===== src/rtl/clock_gate_ctrl.sv =====
// rtl/clock_gate_ctrl.sv - idle-timeout clock-gate enable FSM (optional CLOCK_GATE_STATS_EN wake counter)
module clock_gate_ctrl #(
    parameter int IDLE_TIMEOUT = 16,
    parameter int WAKE_DELAY   = 2
) (
    input  logic        i_clock,
    input  logic        i_reset,
    input  logic        i_req,
    input  logic        i_force_on,
    output logic        o_clock_en,
    output logic        o_ready,
`ifdef CLOCK_GATE_STATS_EN
    output logic [15:0] o_wake_count,
`endif
    output logic [1:0]  o_state
);

    localparam int IW = $clog2(IDLE_TIMEOUT + 1);
    localparam logic [IW-1:0] IDLE_LAST = IW'(IDLE_TIMEOUT - 1);
    localparam logic [IW-1:0] IDLE_TERM = IW'(IDLE_TIMEOUT);
    localparam logic [3:0]    WAKE_LAST = 4'(WAKE_DELAY - 1);

    typedef enum logic [1:0] {
        OFF   = 2'b00,
        WAKE  = 2'b01,
        ON    = 2'b10,
        DRAIN = 2'b11
    } state_t;

    state_t          state_q;
    logic [IW-1:0]   idle_q;
    logic [3:0]      wake_q;
    logic            active;

    assign active = i_req | i_force_on;

    always_ff @(posedge i_clock or posedge i_reset) begin
        if (i_reset) begin
            state_q <= OFF;
            idle_q  <= '0;
            wake_q  <= '0;
        end else begin
            case (state_q)
                OFF: begin
                    if (active) begin
                        state_q <= WAKE;
                        wake_q  <= '0;
                    end
                end
                WAKE: begin
                    // Requests are ignored here: the wake delay is fixed.
                    if (wake_q == WAKE_LAST) begin
                        state_q <= ON;
                        idle_q  <= '0;
                        wake_q  <= '0;
                    end else begin
                        wake_q <= wake_q + 4'd1;
                    end
                end
                ON: begin
                    if (active) begin
                        idle_q <= '0;
                    end else if (idle_q == IDLE_LAST) begin
                        idle_q  <= IDLE_TERM;
                        state_q <= DRAIN;
                    end else begin
                        idle_q <= idle_q + 1'b1;
                    end
                end
                DRAIN: begin
                    idle_q  <= '0;
                    state_q <= active ? ON : OFF;
                end
                default: state_q <= OFF;
            endcase
        end
    end

    // Outputs decode the state register only, so WAKE->ON->DRAIN->ON keeps enable high.
    assign o_state    = state_q;
    assign o_clock_en = (state_q != OFF);
    assign o_ready    = (state_q == ON);

`ifdef CLOCK_GATE_STATS_EN
    logic [15:0] wake_cnt_q;

    always_ff @(posedge i_clock or posedge i_reset) begin
        if (i_reset) begin
            wake_cnt_q <= '0;
        end else if (state_q == OFF && active && wake_cnt_q != 16'hFFFF) begin
            wake_cnt_q <= wake_cnt_q + 16'd1;
        end
    end

    assign o_wake_count = wake_cnt_q;
`endif

endmodule


===== config.mk =====
export PLATFORM = sky130hd
export DESIGN_NAME = clock_gate_ctrl
export DESIGN_NICKNAME = d
export VERILOG_FILES = /design/src/rtl/clock_gate_ctrl.sv
export SDC_FILE = /design/constraint.sdc
export NUM_CORES = 1
export LEC_CHECK = 0
export ABC_CLOCK_PERIOD_IN_PS = 3600
export CORE_MARGIN = 1
export CORE_UTILIZATION = 23
export CTS_CLUSTER_SIZE = 12
export DETAILED_ROUTE_END_ITERATION = 10
export PLACE_DENSITY = 0.49
export SLEW_MARGIN = 20
export SYNTH_ARGS = -nofsm -noshare
export SYNTH_HDL_FRONTEND = slang
export SYNTH_SLANG_ARGS = --single-unit

===== constraint.sdc =====
create_clock -name i_clock -period 3.6 [get_ports i_clock]
set_input_delay 0.72 -clock i_clock [delete_from_list [all_inputs] [get_ports i_clock]]
set_output_delay 0.72 -clock i_clock [all_outputs]
set_load 0.005 [all_outputs]

==> results by group <==
Outcome
  • Outcome: finished clean

Place
  • IO buf count: 7
  • Gp weighted congestion: ~0.73
  • Dpl hpwl: 808 um

Setup path
  • Worst path slowest cell: dfrtp_1
  • Reg2reg start: wake_q[1]$_DFFE_PP0P_
  • Crit Path Max Fanout: 14
  • Required @ worst endpoint: 2.88 ns
  • Setup CP Type: reg2out
  • R2R cell count: 5
  • CP cell instances: or2_2 > clkdlybuf4s50_1
  • Crit. End Element: primary output
  • Crit-path max cell delay: roughly 0.51 ns
  • Crit Reg-Reg Endpoint: idle_q[3]$_DFFE_PP0P_
  • R2R Setup Slk: about 2 ns
  • CP startpoint kind: flip-flop
  • Critical Path AT: 1.56 ns

Route
  • Initial DRT Pass Iterations: 4
  • DRC viols: 0
  • Wire length per cell: 12.3 um
  • 1st-iter DRT viols: 7
  • Routed Antenna Nets: 0
  • Final WL: 1180 um
  • Total number of vias: 475
  • Vias/cell: 4.95

Timing
  • Final hold viol count: 0
  • Worst rel slew slack: 64.1%
  • Fin crit share: a little over three fifths
  • Setup violators final: 0
  • Top achievable clock speed: approximately 0.44 GHz
  • Post-route minimum period: about 2.3 ns
  • Setup TNS: 0 ns
  • Slew @ Worst Pin: 0.538 ns
  • Slew Limit Fails: 0
  • RSZ-0062 raised after global routing: no
  • Final Skew: 0.00139 ns

Synth
  • Synthesized instance count: 57
  • Async SR Flop Fraction: 100%
  • Post-synthesis sequential area ratio: 44.4%
  • Mapped cell area: 619 um2
  • Synth Flop Type: dfrtp_1
  • Mean Syn Cell Area: 10.9 um2
  • Main area contributors after synthesis: dfrtp_1 (44%), ha_1 (8.1%), o21ai_0 (5.7%), mux2_2 (3.6%), a221o_1 (3.2%)
  • Post-synth top cells: dfrtp_1 (11), o21ai_0 (7), ha_1 (4)
  • Post-synth EDFFs: 0
  • Synth unique cells: 31
  • Syn Nets: 65
  • Yosys reg bits: 11
  • Most frequent cell after synthesis: dfrtp_1
  • Syn. warnings: 0
  • Yosys top cell area share: 44.4%
  • Post-synth top area cell: dfrtp_1

Pwr
  • Max VDD drop: 0.288 mV
  • NetSw: 0.000153 W
  • Lkg Pwr: 0.308 nW
  • P_int: between 0.0002 and 0.0003 W
  • Comb pwr share: 34.6%
  • Power share of the clock group: 20.0%
  • Sequential power share: 45.4%
  • Switching Fraction: 35.1%
  • Power Dens Cells: 590 nW/um2

Floorplan
  • Initial core utilization: 24.8%
  • Placeable Area: 2500 um2
  • Die ar.: 2900 um2
  • Die Y-Extent: 53.9 um
  • Cell Rows: 18
  • Die W: 53.9 um
  • I/O Pins: 8

Clock network
  • CTS tree: done
  • Longest Clk Path Bufs: 2
  • H-tree depth: 1
  • Hold Buf Count CTS: 0
  • Worst skew pair latency: 0.27 ns
  • CTS clk-pin slew, worst paths: 0.08 ns
  • Total CTS buffers: 3
  • Post-CTS Resized: 0
  • Sink Count: 11
  • # Post-CTS Setup Buffers: 0
  • Root Driver: clkbuf_4

Cells and area
  • Area grow syn2layout: 19.2%
  • Fillers: around 260
  • Layout cells sized above 1: 18.2%
  • Post-layout util: 29.5%
  • Seq. cell area: 275 um2
  • Multi-input logic area: 318 um2
  • N_diodes: 0
  • Nets: 75

Worst hold path
  • Hold Crit Start: idle_q[4]$_DFFE_PP0P_
  • Hold Path Sink: idle_q[4]$_DFFE_PP0P_
  • Hold Path Depth: 1
  • Min-delay worst type: reg2reg

GRT
  • Vias in the first global route: 420
  • Pin count of the biggest net entering global routing: 15
  • Initial antenna violation count: 0
  • Total track usage: 10.3%
  • Overflow after GRT: 0
  • First-pass GRT wire length: 2060 um

Job
  • Max-Cap Viols: 0
## sequential cells by signal, indices dropped and copies added, names as in the netlist
register,cells
idle_q,5
wake_q,4
o_state,2
## through the flow
step / instance area [um2] / hold WS, ns / cells / power (W) / setup slack [ns]
CTS: 738 / 0.497 / 96 / 0.000438 / 1.32
global placement: 712 / 0.476 / 92 / 0.000351 / 1.41
detailed placement: 712 / 0.478 / 92 / 0.000352 / 1.42
finish: 738 / 0.494 / 96 / 0.000436 / 1.32
floorplan: 619 / 0.456 / 57 / 0.000288 / 1.94
global route: 738 / 0.530 / 96 / 0.000478 / 1.26
## cell usage in the layout, fill, tap and decap left out, types with 2 or more instances in the layout
cell             synthesis  routed
o21ai_0                  7       7
clkbuf_4                 0       3
or2_2                    2       2
inv_1                    3       3
a221o_1                  2       2
ha_1                     4       4
dfrtp_1                 11      11
nor2b_1                  2       2
nand3_1                  2       2
clkdlybuf4s50_1          0       7
mux2_2                   2       2
## how the worst max path moves through the flow
| stage | start | endpoint | slack (ns) | depth (start not counted) |
|---|---|---|---|---|
| after floorplan | i_force_on | idle_q[2]$_DFFE_PP0P_ | 1.94 | 3 |
| after global placement | i_force_on | idle_q[3]$_DFFE_PP0P_ | 1.41 | 4 |
| after detailed placement | i_force_on | idle_q[3]$_DFFE_PP0P_ | 1.42 | 4 |
| after CTS | o_state[1]$_DFFE_PP0P_ | o_clock_en | 1.32 | 2 |
| after global routing | o_state[1]$_DFFE_PP0P_ | o_clock_en | 1.26 | 2 |
| final | o_state[1]$_DFFE_PP0P_ | o_clock_en | 1.32 | 2 |
## power groups by stage
stage	clock, W	sequential [W]	combinational (W)
after floorplan	0	0.000176	0.000112
after global placement	0	0.000200	0.000151
after detailed placement	0	0.000200	0.000152
after CTS	0.0000873	0.000198	0.000153
after global routing	0.0000951	0.000206	0.000176
final	0.0000871	0.000198	0.000151
## kinds of logic (layout without fill, tap and decap cells)
| kind of cell | Yosys count | in the layout | synth area share (%) |
|---|---|---|---|
| compound gates | 15 | 15 | 16.0 |
| fa+ha+maj | 4 | 4 | 8.08 |
| buf+inv | 5 | 14 | 4.24 |
| flops | 11 | 11 | 44.4 |
| mux | 2 | 2 | 3.64 |
| simple gates | 20 | 20 | 23.6 |
## layer usage
metal / vias to the layer above / part of all wire [%] / global-route usage (%) / wire length, um
met1: 230 / 52 / 14.0 / 609
met2: 10 / 43 / 13.6 / 503
li1: 233 / - / - / -
met5: - / 0 / 0 / 0
met4: 0 / 1.0 / 5.26 / 12
met3: 2 / 4.4 / 4.24 / 52
## critical path: cells and delay by family, from the launching register on
kind	cells	cell delay, ns
buffers and inverters	1	0.44
DFF	1	0.51
and+or+nand+nor	1	0.34
## layout make-up
type	instances	area share, %
multi-input cells	41	43.1
flip-flops and latches	11	37.3
repair buffers	7	9.49
well taps	30	5.08
clock buffers	4	3.56
inverters	3	1.53
(Power assumes the default switching activity.)
